**src/rtl/product_bcd_display_if.sv**
```systemverilog
// ---------------------------------------------------------------------------
// product_bcd_display_if
//   Bundles the product handshake, the BCD result and the display drive of
//   product_bcd_display.
//
//   Handshake: a product is transferred on a rising clk edge where
//   prod_valid && prod_ready are both high. prod_ready is high only while
//   the converter is idle. prod_in and prod_valid are ignored while
//   prod_ready is low. bcd_valid pulses for one cycle when bcd_out updates.
//
//   Signals:
//     prod_in    [7:0]  unsigned product from the multiplier datapath
//     prod_valid        prod_in is valid
//     prod_ready        converter idle, a product can be accepted
//     busy              conversion in progress (== !prod_ready)
//     bcd_out    [11:0] hundreds/tens/ones of the last completed conversion
//     bcd_valid         one-cycle pulse when bcd_out updates
//     seg        [6:0]  active-high segments, seg[0]=a .. seg[6]=g
//     dig_sel    [2:0]  one-hot digit enable, bit0 ones .. bit2 hundreds
//
//   Modports: slave = converter side, master = producer/observer side.
// ---------------------------------------------------------------------------
interface product_bcd_display_if;
    logic [7:0]  prod_in;
    logic        prod_valid;
    logic        prod_ready;
    logic        busy;
    logic [11:0] bcd_out;
    logic        bcd_valid;
    logic [6:0]  seg;
    logic [2:0]  dig_sel;

    modport slave (
        input  prod_in, prod_valid,
        output prod_ready, busy, bcd_out, bcd_valid, seg, dig_sel
    );

    modport master (
        output prod_in, prod_valid,
        input  prod_ready, busy, bcd_out, bcd_valid, seg, dig_sel
    );
endinterface

```
**src/rtl/product_bcd_display.sv**
```systemverilog
// ---------------------------------------------------------------------------
// product_bcd_display
//   Accepts an 8-bit product over valid/ready, converts it to three BCD
//   digits with a sequential double-dabble engine (one iteration per clock),
//   and drives a time-multiplexed 3-digit 7-segment display from the last
//   completed result, with optional leading-zero blanking.
//
//   Ports:
//     clk          system clock, all state on the rising edge
//     rst_n        asynchronous active-low reset
//     prod_if      product_bcd_display_if.slave (handshake, result, display)
//     o_dbg_state  current FSM state (0 = IDLE, 1 = CONVERT)
//
//   Parameters:
//     SCAN_DIV       clock cycles each digit stays selected (>= 2)
//     BLANK_LEADING  1 = blank leading-zero hundreds/tens digits
//
//   Timing: handshake at edge E0, result and bcd_valid visible after E8,
//   earliest next acceptance at E9.
// ---------------------------------------------------------------------------
module product_bcd_display #(
    parameter int SCAN_DIV      = 16,
    parameter bit BLANK_LEADING = 1'b1
) (
    input  logic                        clk,
    input  logic                        rst_n,
    product_bcd_display_if.slave        prod_if,
    output logic                        o_dbg_state
);

    typedef enum logic {
        IDLE    = 1'b0,
        CONVERT = 1'b1
    } state_t;

    localparam int            PW     = (SCAN_DIV > 1) ? $clog2(SCAN_DIV) : 1;
    localparam logic [PW-1:0] PS_MAX = PW'(SCAN_DIV - 1);

    state_t       r_state;
    state_t       w_next_state;
    logic         w_accept;
    logic         w_last_iter;

    logic [7:0]   r_bin;
    logic [11:0]  r_scratch;
    logic [3:0]   r_cnt;
    logic [11:0]  r_bcd_out;
    logic         r_bcd_valid;

    logic [11:0]  w_adj;
    logic [11:0]  w_next_scratch;
    logic [7:0]   w_next_bin;

    logic [PW-1:0] r_prescale;
    logic [2:0]    r_dig_sel;
    logic [3:0]    w_nibble;
    logic          w_blank;
    logic [6:0]    w_seg_code;

    // ---------------- FSM ----------------
    always_ff @(posedge clk or negedge rst_n) begin
        if (!rst_n) begin
            r_state <= IDLE;
        end else begin
            r_state <= w_next_state;
        end
    end

    always_comb begin
        w_next_state = r_state;
        w_accept     = 1'b0;
        w_last_iter  = 1'b0;
        case (r_state)
            IDLE: begin
                if (prod_if.prod_valid) begin
                    w_accept     = 1'b1;
                    w_next_state = CONVERT;
                end
            end
            CONVERT: begin
                // Counter still at 1 means this edge performs the 8th iteration.
                if (r_cnt == 4'd1) begin
                    w_last_iter  = 1'b1;
                    w_next_state = IDLE;
                end
            end
            default: w_next_state = IDLE;
        endcase
    end

    // ---------------- double-dabble datapath ----------------
    // Add-3 correction on every nibble >= 5, then shift {scratch, bin} left.
    always_comb begin
        w_adj = r_scratch;
        for (int i = 0; i < 3; i++) begin
            if (r_scratch[i*4 +: 4] >= 4'd5) begin
                w_adj[i*4 +: 4] = r_scratch[i*4 +: 4] + 4'd3;
            end
        end
        w_next_scratch = {w_adj[10:0], r_bin[7]};
        w_next_bin     = {r_bin[6:0], 1'b0};
    end

    always_ff @(posedge clk or negedge rst_n) begin
        if (!rst_n) begin
            r_bin       <= 8'h00;
            r_scratch   <= 12'h000;
            r_cnt       <= 4'd0;
            r_bcd_out   <= 12'h000;
            r_bcd_valid <= 1'b0;
        end else begin
            r_bcd_valid <= 1'b0;
            if (w_accept) begin
                r_bin     <= prod_if.prod_in;
                r_scratch <= 12'h000;
                r_cnt     <= 4'd8;
            end else if (r_state == CONVERT) begin
                r_scratch <= w_next_scratch;
                r_bin     <= w_next_bin;
                r_cnt     <= r_cnt - 4'd1;
                if (w_last_iter) begin
                    // Result is committed in one go so bcd_out never shows a
                    // partially converted value.
                    r_bcd_out   <= w_next_scratch;
                    r_bcd_valid <= 1'b1;
                end
            end
        end
    end

    // ---------------- display scan ----------------
    always_ff @(posedge clk or negedge rst_n) begin
        if (!rst_n) begin
            r_prescale <= '0;
            r_dig_sel  <= 3'b001;
        end else begin
            if (r_prescale == PS_MAX) begin
                r_prescale <= '0;
                r_dig_sel  <= {r_dig_sel[1:0], r_dig_sel[2]};
            end else begin
                r_prescale <= r_prescale + 1'b1;
            end
        end
    end

    // Segment drive follows bcd_out combinationally so a new result shows
    // up on the currently selected digit without waiting for the next scan.
    always_comb begin
        w_nibble = r_bcd_out[3:0];
        w_blank  = 1'b0;
        case (r_dig_sel)
            3'b010: begin
                w_nibble = r_bcd_out[7:4];
                w_blank  = BLANK_LEADING && (r_bcd_out[11:8] == 4'd0)
                                         && (r_bcd_out[7:4] == 4'd0);
            end
            3'b100: begin
                w_nibble = r_bcd_out[11:8];
                w_blank  = BLANK_LEADING && (r_bcd_out[11:8] == 4'd0);
            end
            default: begin
                w_nibble = r_bcd_out[3:0];
                w_blank  = 1'b0;
            end
        endcase
    end

    always_comb begin
        w_seg_code = 7'h00;
        case (w_nibble)
            4'd0:    w_seg_code = 7'h3F;
            4'd1:    w_seg_code = 7'h06;
            4'd2:    w_seg_code = 7'h5B;
            4'd3:    w_seg_code = 7'h4F;
            4'd4:    w_seg_code = 7'h66;
            4'd5:    w_seg_code = 7'h6D;
            4'd6:    w_seg_code = 7'h7D;
            4'd7:    w_seg_code = 7'h07;
            4'd8:    w_seg_code = 7'h7F;
            4'd9:    w_seg_code = 7'h6F;
            default: w_seg_code = 7'h00;
        endcase
    end

    // ---------------- outputs ----------------
    assign prod_if.prod_ready = (r_state == IDLE);
    assign prod_if.busy       = (r_state != IDLE);
    assign prod_if.bcd_out    = r_bcd_out;
    assign prod_if.bcd_valid  = r_bcd_valid;
    assign prod_if.dig_sel    = r_dig_sel;
    assign prod_if.seg        = w_blank ? 7'h00 : w_seg_code;
    assign o_dbg_state        = r_state;

endmodule

```
**src/flat_wrapper.sv**
```systemverilog
// flat-port wrapper written by rule: the top's interface ports become plain ports
module product_bcd_display_flat 
#(
    parameter int SCAN_DIV      = 16,
    parameter bit BLANK_LEADING = 1'b1
)
  (clk, rst_n, o_dbg_state, prod_if_prod_in, prod_if_prod_valid, prod_if_prod_ready, prod_if_busy, prod_if_bcd_out, prod_if_bcd_valid, prod_if_seg, prod_if_dig_sel);
  product_bcd_display_if prod_if_i ();
  input  logic clk;
  input  logic rst_n;
  output logic o_dbg_state;
  input wire logic [$bits(prod_if_i.prod_in)-1:0] prod_if_prod_in;
  input wire logic [$bits(prod_if_i.prod_valid)-1:0] prod_if_prod_valid;
  output wire logic [$bits(prod_if_i.prod_ready)-1:0] prod_if_prod_ready;
  output wire logic [$bits(prod_if_i.busy)-1:0] prod_if_busy;
  output wire logic [$bits(prod_if_i.bcd_out)-1:0] prod_if_bcd_out;
  output wire logic [$bits(prod_if_i.bcd_valid)-1:0] prod_if_bcd_valid;
  output wire logic [$bits(prod_if_i.seg)-1:0] prod_if_seg;
  output wire logic [$bits(prod_if_i.dig_sel)-1:0] prod_if_dig_sel;
  assign prod_if_i.prod_in = prod_if_prod_in;
  assign prod_if_i.prod_valid = prod_if_prod_valid;
  assign prod_if_prod_ready = prod_if_i.prod_ready;
  assign prod_if_busy = prod_if_i.busy;
  assign prod_if_bcd_out = prod_if_i.bcd_out;
  assign prod_if_bcd_valid = prod_if_i.bcd_valid;
  assign prod_if_seg = prod_if_i.seg;
  assign prod_if_dig_sel = prod_if_i.dig_sel;
  product_bcd_display #(.SCAN_DIV(SCAN_DIV), .BLANK_LEADING(BLANK_LEADING)) u_core (.clk(clk), .rst_n(rst_n), .prod_if(prod_if_i), .o_dbg_state(o_dbg_state));
endmodule
```
**config.mk**
```make
export PLATFORM = sky130hd
export DESIGN_NAME = product_bcd_display_flat
export DESIGN_NICKNAME = d
export VERILOG_FILES = /design/src/rtl/product_bcd_display_if.sv /design/src/rtl/product_bcd_display.sv /design/src/flat_wrapper.sv
export SDC_FILE = /design/constraint.sdc
export NUM_CORES = 1
export LEC_CHECK = 0
export CORE_MARGIN = 3
export CORE_UTILIZATION = 58
export CTS_CLUSTER_SIZE = 24
export DETAILED_ROUTE_END_ITERATION = 8
export PLACE_DENSITY = 0.85
export SKIP_CTS_REPAIR_TIMING = 1
export SLEW_MARGIN = 5
export SYNTH_ARGS = -nofsm -noshare
export SYNTH_HDL_FRONTEND = slang
export SYNTH_SLANG_ARGS = --single-unit
```
**constraint.sdc**
```tcl
create_clock -name clk -period 5.76 [get_ports clk]
set_clock_uncertainty 0.15 [all_clocks]
set_input_delay 1.728 -clock clk [delete_from_list [all_inputs] [get_ports clk]]
set_output_delay 1.728 -clock clk [all_outputs]
set_load 0.05 [all_outputs]
```
==> results.yml, run 1 <==
outcome:
  status: "completed"
pwr:
  finalPower_w: 0.001942
  ir_worst_vdd_uv: 257.4
  leakagePower_nw: 1.336
  p_per_area_mw_per_mm2: 653.1
drt:
  drt_wl_total_mm: 4.966
  firstDrtPassIters: 4
  wl_per_cell_um: 15.47
  postRouteAntennaNets: 0
  route.vias.total: 1843
  drc: 0
  avgViaCountPerCell: 5.741
  drtIter0Drc: 82
critical_path:
  worstPathArrival_ns: 3.09
  critical_path_required_ns: 3.88
  start_kind: "flip-flop"
  ff2ff_setup_slack_ns: 3.65
  crit_type: "reg2out"
  cp-end-kind: "output pin"
  crit_fanout: 15
synthesis:
  synth-async-reset-ratio: 1.000
  yosysTopAreaCellShare: 0.4391
  post_synth_xor_area_fraction: 0.01747
  yosys_register_bits: 45
  synthCells: 237
  synth_edf_count: 0
  yosys_warnings: 0
  synth_cell_types: 44
  synth_fa_ha_area_frac: 0.06986
  yosysSeqAreaShare: 0.4496
  synth_mux_area_frac: 0.1053
  synthSimpleGateAreaFrac: 0.1407
  synthFlopType: "dfrtp_1"
  ys_top_cells_by_count: "dfrtp_1 (44), nand2_1 (24), o21ai_0 (20), ha_1 (14), mux2i_1 (14)"
  syn_area_sq_mm: 0.002507
  netlist_top_cells_area: "dfrtp_1 (44%), ha_1 (7.0%), mux2i_1 (5.6%)"
  synth-compound-area-share: 0.1647
  yosysMostFrequentCell: "dfrtp_1"
  synth_largest_area_cell: "dfrtp_1"
  syn-num-nets: 262
  synth.avg_cell_area_sq_um: 10.58
  synth_top_family_by_area: "compound AO/OA/AOI/OAI gates"
timing:
  period_share: 0.8630
  fin_tns_setup_ns: 0
  fmaxAchievable_ghz: 0.2012
  slew_headroom: 0.3558
  tightestPinTransition_ns: 0.9622
  finalCriticalPeriod_ns: 4.971
  report.final.hold_viol_count: 0
  slew_viol_final: 0
  finalSetupViolCount: 0
  rsz0062_at_grt: "false"
global_route:
  grt_pass1_vias: 1775
  grt_max_degree: 46
  grt_pass1_wl_mm: 8.514
  antenna_found_initial: 0
  grt_use_total: 0.2145
  overflow: 0
floorplan:
  core-area_sq_mm: 0.004086
  initial_core_util: 0.6136
  io_pins: 37
  die_height_um: 71.75
  die_w_um: 71.75
  rows: 23
  fp.dieArea_sq_mm: 0.005148
placement:
  place.gp.congestion: 0.8093
  io_buffers: 36
  hpwl_mm: 3.453
final_layout:
  drive_gt1_frac: 0.1218
  nNetsFinal: 295
  area_growth_pct: 18.56
  antenna_cells: 0
clocking:
  cts_tree: "done"
  cts_sinks: 45
  htree_levels: 2
  clk_latency_ns: 0.30
  clk_transition_reported_paths_ns: 0.08
  clockRootBuffer: "clkbuf_8"
  cts_buffers: 5
  cts_max_path_buffers: 2
run:
  maxCapViolCount: 0
worst_hold_path:
  hold_class: "reg2reg"
## critical path: stages (launching register included)
cell	delay [ns]
dfrtp_1	0.60
nand2_2	0.18
o221ai_2	0.43
inv_1	0.15
ha_1	0.32
o32ai_1	0.27
clkdlybuf4s50_1	0.84
## power by group
| part | internal, W | switching, W | total (W) |
|---|---|---|---|
| registers | 0.000438 | 0.000129 | 0.000567 |
| logic | 0.000442 | 0.000688 | 0.00113 |
| clock network | 0.000141 | 0.000104 | 0.000245 |
| total | 0.00102 | 0.000920 | 0.00194 |
## cell usage in the layout, fill, tap and decap left out, drive strengths merged
master,n
or4,1
inv,14
mux2,11
clkdlybuf4s50,35
mux2i,14
a21bo,1
xor2,2
o32ai,3
clkbuf,7
o22ai,1
nand2b,6
o31ai,3
dfstp,1
ha,14
o22a,1
nor3,4
a31oi,4
nor4,1
nor2,14
o2bb2ai,1
or3,3
nand3b,3
o21ai,21
dfrtp,44
or2b,1
nand3,2
nor2b,4
a21oi,9
xnor2,3
a211oi,1
nor4b,1
a22o,8
nor3b,1
nand2,25
buf,2
bufinv,1
o221ai,4
## worst paths after layout
kind | start | end | depth (start not counted)
worst max register to register | u_core.r_cnt[1]$_DFFE_PN0P_ | u_core.prod_if.bcd_out[2]$_DFFE_PN0P_ | 4
worst min-delay path | u_core.r_bin[5]$_DFFE_PN0P_ | u_core.r_bin[6]$_DFFE_PN0P_ | 2
worst max-delay path | u_core.prod_if.dig_sel[2]$_DFFE_PN0N_ | prod_if_seg[3] | 6
max in group asynchronous | rst_n | u_core.r_prescale[3]$_DFF_PN0_ | 1
worst min register to register | u_core.r_bin[5]$_DFFE_PN0P_ | u_core.r_bin[6]$_DFFE_PN0P_ | 2
min in group asynchronous | rst_n | u_core.prod_if.bcd_out[8]$_DFFE_PN0P_ | 1
## registers in the layout, summed over array words and instances, names as in the netlist
register,flops
u_core.prod_if.bcd_valid,1
u_core.r_prescale,4
u_core.prod_if.dig_sel,3
u_core.r_cnt,4
u_core.o_dbg_state,1
u_core.r_scratch,12
u_core.prod_if.bcd_out,12
u_core.r_bin,8
## per-stage QoR
stage / cell area, sq um / cells / hold WS (ns) / setup slack (ns) / util
3_3_place_gp: 2856 / 313 / 0.3147 / 1.248 / 0.6990
5_1_grt: 2973 / 321 / 0.3763 / 0.5917 / 0.7275
3_5_place_dp: 2856 / 313 / 0.3329 / 1.141 / 0.6990
4_1_cts: 2973 / 321 / 0.3509 / 0.8094 / 0.7275
2_1_floorplan: 2507 / 237 / 0.2995 / 0.8742 / -
6_report: 2973 / 321 / 0.3519 / 0.7894 / 0.7275
## cell type report
type	instances	area, sq um
multi-input combinational	167	1249
sequential	45	1127
timing repair buffer	37	362.8
clock buffer	7	86.33
fill	298	1114
clock inverter	1	30.03
tap	50	62.56
inverter	14	55.05
## metal layers
layer,track usage,part of all wire
met5,0,0
met4,0.1023,0.027
met3,0.04488,0.040
met2,0.3531,0.49
met1,0.2694,0.45
## cell families (layout without fill, tap and decap cells)
kind of cell	after synthesis	in the layout
simple gates	66	66
compound gates	57	57
mux	25	25
fa+ha+maj	14	14
xor+xnor	5	5
flops	45	45
buf+inv	25	59
(Power assumes the default switching activity.)
==> inputs of run 2 (changes only) <==
==> constraint.sdc (replaced) <==
create_clock -name clk -period 6.4 [get_ports clk]
set_clock_uncertainty 0.15 [all_clocks]
set_input_delay 1.92 -clock clk [delete_from_list [all_inputs] [get_ports clk]]
set_output_delay 1.92 -clock clk [all_outputs]
set_load 0.05 [all_outputs]
==> results.yml, run 2 (synthesis results as in run 1) <==
outcome:
  status: "completed"
final_layout:
  drive_gt1_frac: 0.1218
  antenna_cells: 0
  fin_area_sq_mm: 0.002973
  multi_input_area_sq_mm: 0.001249
  seqCellArea_sq_mm: 0.001127
  final_cells: 321
  nNetsFinal: 295
  nFillCells: 298
  layout_common_cells: "dfrtp_1 (44), clkdlybuf4s50_1 (35), nand2_1 (24)"
  area_growth_pct: 18.56
  mostFrequentLayoutCell: "dfrtp_1"
  final_core_util: 0.7275
drt:
  firstDrtPassIters: 4
  route.vias.total: 1817
  drc: 0
  wl_per_cell_um: 14.88
  avgViaCountPerCell: 5.660
  drtIter0Drc: 101
  postRouteAntennaNets: 0
  drt_wl_total_mm: 4.778
critical_path:
  crit_type: "reg2out"
  cp_num_buf_inv: 2
  worstPathArrival_ns: 3.05
  reg2regPathDepth: 4
  cp_cell_sequence: "nand2_2 > o221ai_2 > inv_1 > ha_1 > o32ai_1 > clkdlybuf4s50_1"
  cp_top_family: "buffers and inverters"
  slowest_stage: "clkdlybuf4s50_1"
  critical_path_required_ns: 4.33
  ff2ff_setup_slack_ns: 4.31
  crit_fanout: 15
  start_kind: "flip-flop"
  cp_slowest_stage_delay_ns: 0.84
  timing.rr.end: "u_core.prod_if.bcd_out[1]$_DFFE_PN0P_"
  cp-end-kind: "output pin"
  timing.rr.start: "u_core.r_cnt[1]$_DFFE_PN0P_"
placement:
  dp_cells: 313
  hpwl_mm: 3.424
  io_buffers: 36
  place.gp.congestion: 0.8093
  dpl_cell_area_sq_mm: 0.002856
floorplan:
  rows: 23
  io_pins: 37
  fp.dieArea_sq_mm: 0.005148
  die_height_um: 71.75
  initial_core_util: 0.6136
  core-area_sq_mm: 0.004086
  die_w_um: 71.75
clocking:
  cts_buffers: 5
  clockRootBuffer: "clkbuf_8"
  cts_sinks: 45
  cts_max_path_buffers: 2
  cts_tree: "done"
  clk_latency_ns: 0.29
  htree_levels: 2
  clk_transition_reported_paths_ns: 0.08
timing:
  fmaxAchievable_ghz: 0.1954
  fin_tns_setup_ns: 0
  report.final.hold_viol_count: 0
  rsz0062_at_grt: "false"
  period_share: 0.7998
  slew_headroom: 0.3505
  tightestPinTransition_ns: 0.9701
  slew_viol_final: 0
  finalSetupViolCount: 0
  finalCriticalPeriod_ns: 5.119
global_route:
  grt_pass1_wl_mm: 8.314
  grt_use_total: 0.2084
  grt_max_degree: 46
  antenna_found_initial: 0
  grt_pass1_vias: 1721
  overflow: 0
pwr:
  p_per_area_mw_per_mm2: 583.6
  leakagePower_nw: 1.336
  finalPower_w: 0.001735
  ir_worst_vdd_uv: 235.2
run:
  maxCapViolCount: 0
worst_hold_path:
  holdPathEnd: "u_core.r_bin[7]$_DFFE_PN0P_"
  hold_class: "reg2reg"
  hold_start: "u_core.r_bin[6]$_DFFE_PN0P_"
  min_path_cells: 2
-- run 2: cell counts in the layout (fill, tap and decap cells not counted) --
No cell type changed its count.
-- run 2: how the worst max path moves through the flow --
stage / start / to / cells past startpoint
final: u_core.prod_if.dig_sel[2]$_DFFE_PN0N_ / prod_if_seg[3] / 6
after floorplan: u_core.prod_if.dig_sel[2]$_DFFE_PN0N_ / prod_if_seg[3] / 6
after detailed placement: u_core.prod_if.dig_sel[2]$_DFFE_PN0N_ / prod_if_seg[3] / 6
after CTS: u_core.prod_if.dig_sel[2]$_DFFE_PN0N_ / prod_if_seg[3] / 6
after global routing: u_core.prod_if.dig_sel[2]$_DFFE_PN0N_ / prod_if_seg[0] / 8
after global placement: u_core.prod_if.dig_sel[1]$_DFFE_PN0N_ / prod_if_seg[3] / 7
-- run 2: area by class of cell --
class                      instances  share of cell area
multi-input combinational        167              0.4200
sequential                        45              0.3792
timing repair buffer              37              0.1221
clock buffer                       7             0.02904
tap                               50             0.02104
inverter                          14             0.01852
clock inverter                     1             0.01010
-- run 2: tightest hold or removal path: stages, from the launching register on --
cell,delay [ns]
dfrtp_1,0.35
nand2_1,0.05
o21ai_0,0.06
-- run 2: stage by stage --
| stage | hold WS, ns | worst slack [ns] |
|---|---|---|
| floorplan | 0.2995 | 1.322 |
| global placement | 0.3147 | 1.696 |
| detailed placement | 0.3329 | 1.624 |
| CTS | 0.3509 | 1.277 |
| global route | 0.3763 | 1.048 |
| finish | 0.3469 | 1.281 |
-- run 2: routing by layer --
layer,wire length (um),vias up,GRT usage
met5,0,-,0
met3,177,6,0.04208
li1,-,903,-
met1,2137,880,0.2617
met4,82,0,0.08768
met2,2380,28,0.3500
-- run 2: power by group --
group	total, W	internal [W]	leakage [nW]	switching (W)
combinational	0.00101	0.000397	0.713	0.000611
clock	0.000218	0.000127	0.0585	0.0000909
sequential	0.000508	0.000394	0.564	0.000114
total	0.00174	0.000919	1.34	0.000816
==> inputs of run 3 (changes only) <==
--- a/config.mk
+++ b/config.mk
@@ -6,10 +6,10 @@
 export NUM_CORES = 1
 export LEC_CHECK = 0
 export CORE_MARGIN = 3
-export CORE_UTILIZATION = 58
+export CORE_UTILIZATION = 49
 export CTS_CLUSTER_SIZE = 24
 export DETAILED_ROUTE_END_ITERATION = 8
-export PLACE_DENSITY = 0.85
+export PLACE_DENSITY = 0.76
 export SKIP_CTS_REPAIR_TIMING = 1
 export SLEW_MARGIN = 5
 export SYNTH_ARGS = -nofsm -noshare
==> constraint.sdc (replaced) <==
create_clock -name clk -period 4.4 [get_ports clk]
set_clock_uncertainty 0.15 [all_clocks]
set_input_delay 1.32 -clock clk [delete_from_list [all_inputs] [get_ports clk]]
set_output_delay 1.32 -clock clk [all_outputs]
set_load 0.05 [all_outputs]
==> results.yml, run 3 (synthesis results as in run 1) <==
critical_path:
  cp_top_family: "compound AO/OA/AOI/OAI gates"
  critPathCapture: "prod_if_seg[2]"
  worstPathArrival_ns: 2.58
  path_depth: 7
  critical_path_required_ns: 2.93
  cp-end-kind: "output pin"
  cp_slowest_stage_delay_ns: 0.59
  cp_cell_sequence: "nand2_2 > o221ai_2 > inv_1 > ha_1 > a21bo_2 > a21oi_1 > dlymetal6s2s_1"
  crit_type: "reg2out"
  ff2ff_setup_slack_ns: 2.20
  start_kind: "flip-flop"
  crit_fanout: 15
  reg2regPathDepth: 3
  crit_start: "u_core.prod_if.dig_sel[2]$_DFFE_PN0N_"
  timing.rr.end: "u_core.prod_if.bcd_out[6]$_DFFE_PN0P_"
  cp_num_buf_inv: 2
  slowest_stage: "dfrtp_1"
  timing.rr.start: "u_core.o_dbg_state$_DFF_PN0_"
final_layout:
  multi_input_area_sq_mm: 0.001262
  fin_area_sq_mm: 0.002989
  area_growth_pct: 19.21
  nFillCells: 419
  layout_common_cells: "dfrtp_1 (44), clkdlybuf4s50_1 (28), nand2_1 (24)"
  final_core_util: 0.6165
  seqCellArea_sq_mm: 0.001127
  drive_gt1_frac: 0.1397
  mostFrequentLayoutCell: "dfrtp_1"
  nNetsFinal: 296
  antenna_cells: 0
timing:
  layout_setup_ws_ns: 0.3461
  fmaxAchievable_ghz: 0.2467
  slew_viol_final: 0
  period_share: 0.9213
  report.final.hold_viol_count: 0
  finalSetupViolCount: 0
  slew_headroom: 0.3465
  finalCriticalPeriod_ns: 4.054
  rsz0062_at_grt: "false"
  tightestPinTransition_ns: 0.9761
clocking:
  cts_sinks: 45
  htree_levels: 2
  cts_buffers: 5
  cts_max_path_buffers: 2
  clk_latency_ns: 0.30
  cts_tree: "done"
  clk_transition_reported_paths_ns: 0.08
  clockRootBuffer: "clkbuf_8"
placement:
  place.gp.congestion: 0.8079
  hpwl_mm: 3.432
  dp_slack_ns: 0.2975
  io_buffers: 36
  dpl_cell_area_sq_mm: 0.002888
worst_hold_path:
  hold_class: "reg2reg"
global_route:
  grt_pass1_vias: 1683
  antenna_found_initial: 0
  grt_use_total: 0.1684
  overflow: 0
  grt_pass1_wl_mm: 8.107
  grt_max_degree: 46
drt:
  drtIter0Drc: 128
  route.vias.total: 1803
  postRouteAntennaNets: 0
  wl_per_cell_um: 14.12
  firstDrtPassIters: 4
  avgViaCountPerCell: 5.319
  drc: 0
  drt_wl_total_mm: 4.788
pwr:
  p_per_area_mw_per_mm2: 824.5
  leakagePower_nw: 1.378
  ir_worst_vdd_uv: 359.5
run:
  maxCapViolCount: 0
floorplan:
  core-area_sq_mm: 0.004848
  die_w_um: 77.54
  initial_core_util: 0.5172
  fp.dieArea_sq_mm: 0.006012
  die_height_um: 77.54
  io_pins: 37
  rows: 25
outcome:
  status: "completed"
==> run 3: cell types whose count changed in the layout (fill, tap and decap cells not counted), moves of 2 or more <==
cell,delta
clkdlybuf4s50_1,-7
dlymetal6s2s_1,+5
buf_4,+3
clkinv_2,+2
==> run 3: per-stage QoR <==
stage,cells,power [W],setup TNS (ns),hold slack [ns]
after global routing,339,0.002630,0,0.3524
final,339,0.002465,0,0.3330
after floorplan,237,0.001816,0,0.2995
after global placement,331,0.002203,0,0.3154
after CTS,339,0.002486,-0.05574,0.3348
after detailed placement,331,0.002232,0,0.3246
==> run 3: per-layer routing <==
metal  GRT usage  share of wire  routed length, um  up-vias
met5           0              0                  0        -
met4     0.05338          0.013                 63        0
met3     0.03712          0.037                178        6
met1      0.2289           0.50               2381      857
met2      0.2677           0.45               2163       36
li1            -              -                  -      904
==> run 3: worst min-delay path by stage <==
| stage | depth (start not counted) | start | endpoint |
|---|---|---|---|
| 6_report | 1 | u_core.r_prescale[0]$_DFF_PN0_ | u_core.r_prescale[0]$_DFF_PN0_ |
| 5_1_grt | 1 | u_core.r_prescale[0]$_DFF_PN0_ | u_core.r_prescale[0]$_DFF_PN0_ |
| 4_1_cts | 1 | u_core.r_prescale[0]$_DFF_PN0_ | u_core.r_prescale[0]$_DFF_PN0_ |
| 3_5_place_dp | 1 | u_core.r_prescale[0]$_DFF_PN0_ | u_core.r_prescale[0]$_DFF_PN0_ |
| 3_3_place_gp | 2 | u_core.r_bin[3]$_DFFE_PN0P_ | u_core.r_bin[4]$_DFFE_PN0P_ |
| 2_1_floorplan | 1 | u_core.r_prescale[0]$_DFF_PN0_ | u_core.r_prescale[0]$_DFF_PN0_ |
==> run 3: power by group <==
part / internal, W / switching [W]
clock: 0.000110 / 0.000136
sequential: 0.000573 / 0.000175
combinational: 0.000577 / 0.000894
total: 0.00126 / 0.00120
==> run 3: layout make-up <==
cell class              instances  share of cell area
clock buffers                   6             0.02428
repair buffers                 38              0.1264
multi-input cells             167              0.4224
clock inverters                 2            0.003349
inverters                      14             0.01842
flip-flops and latches         45              0.3771
well taps                      67             0.02805
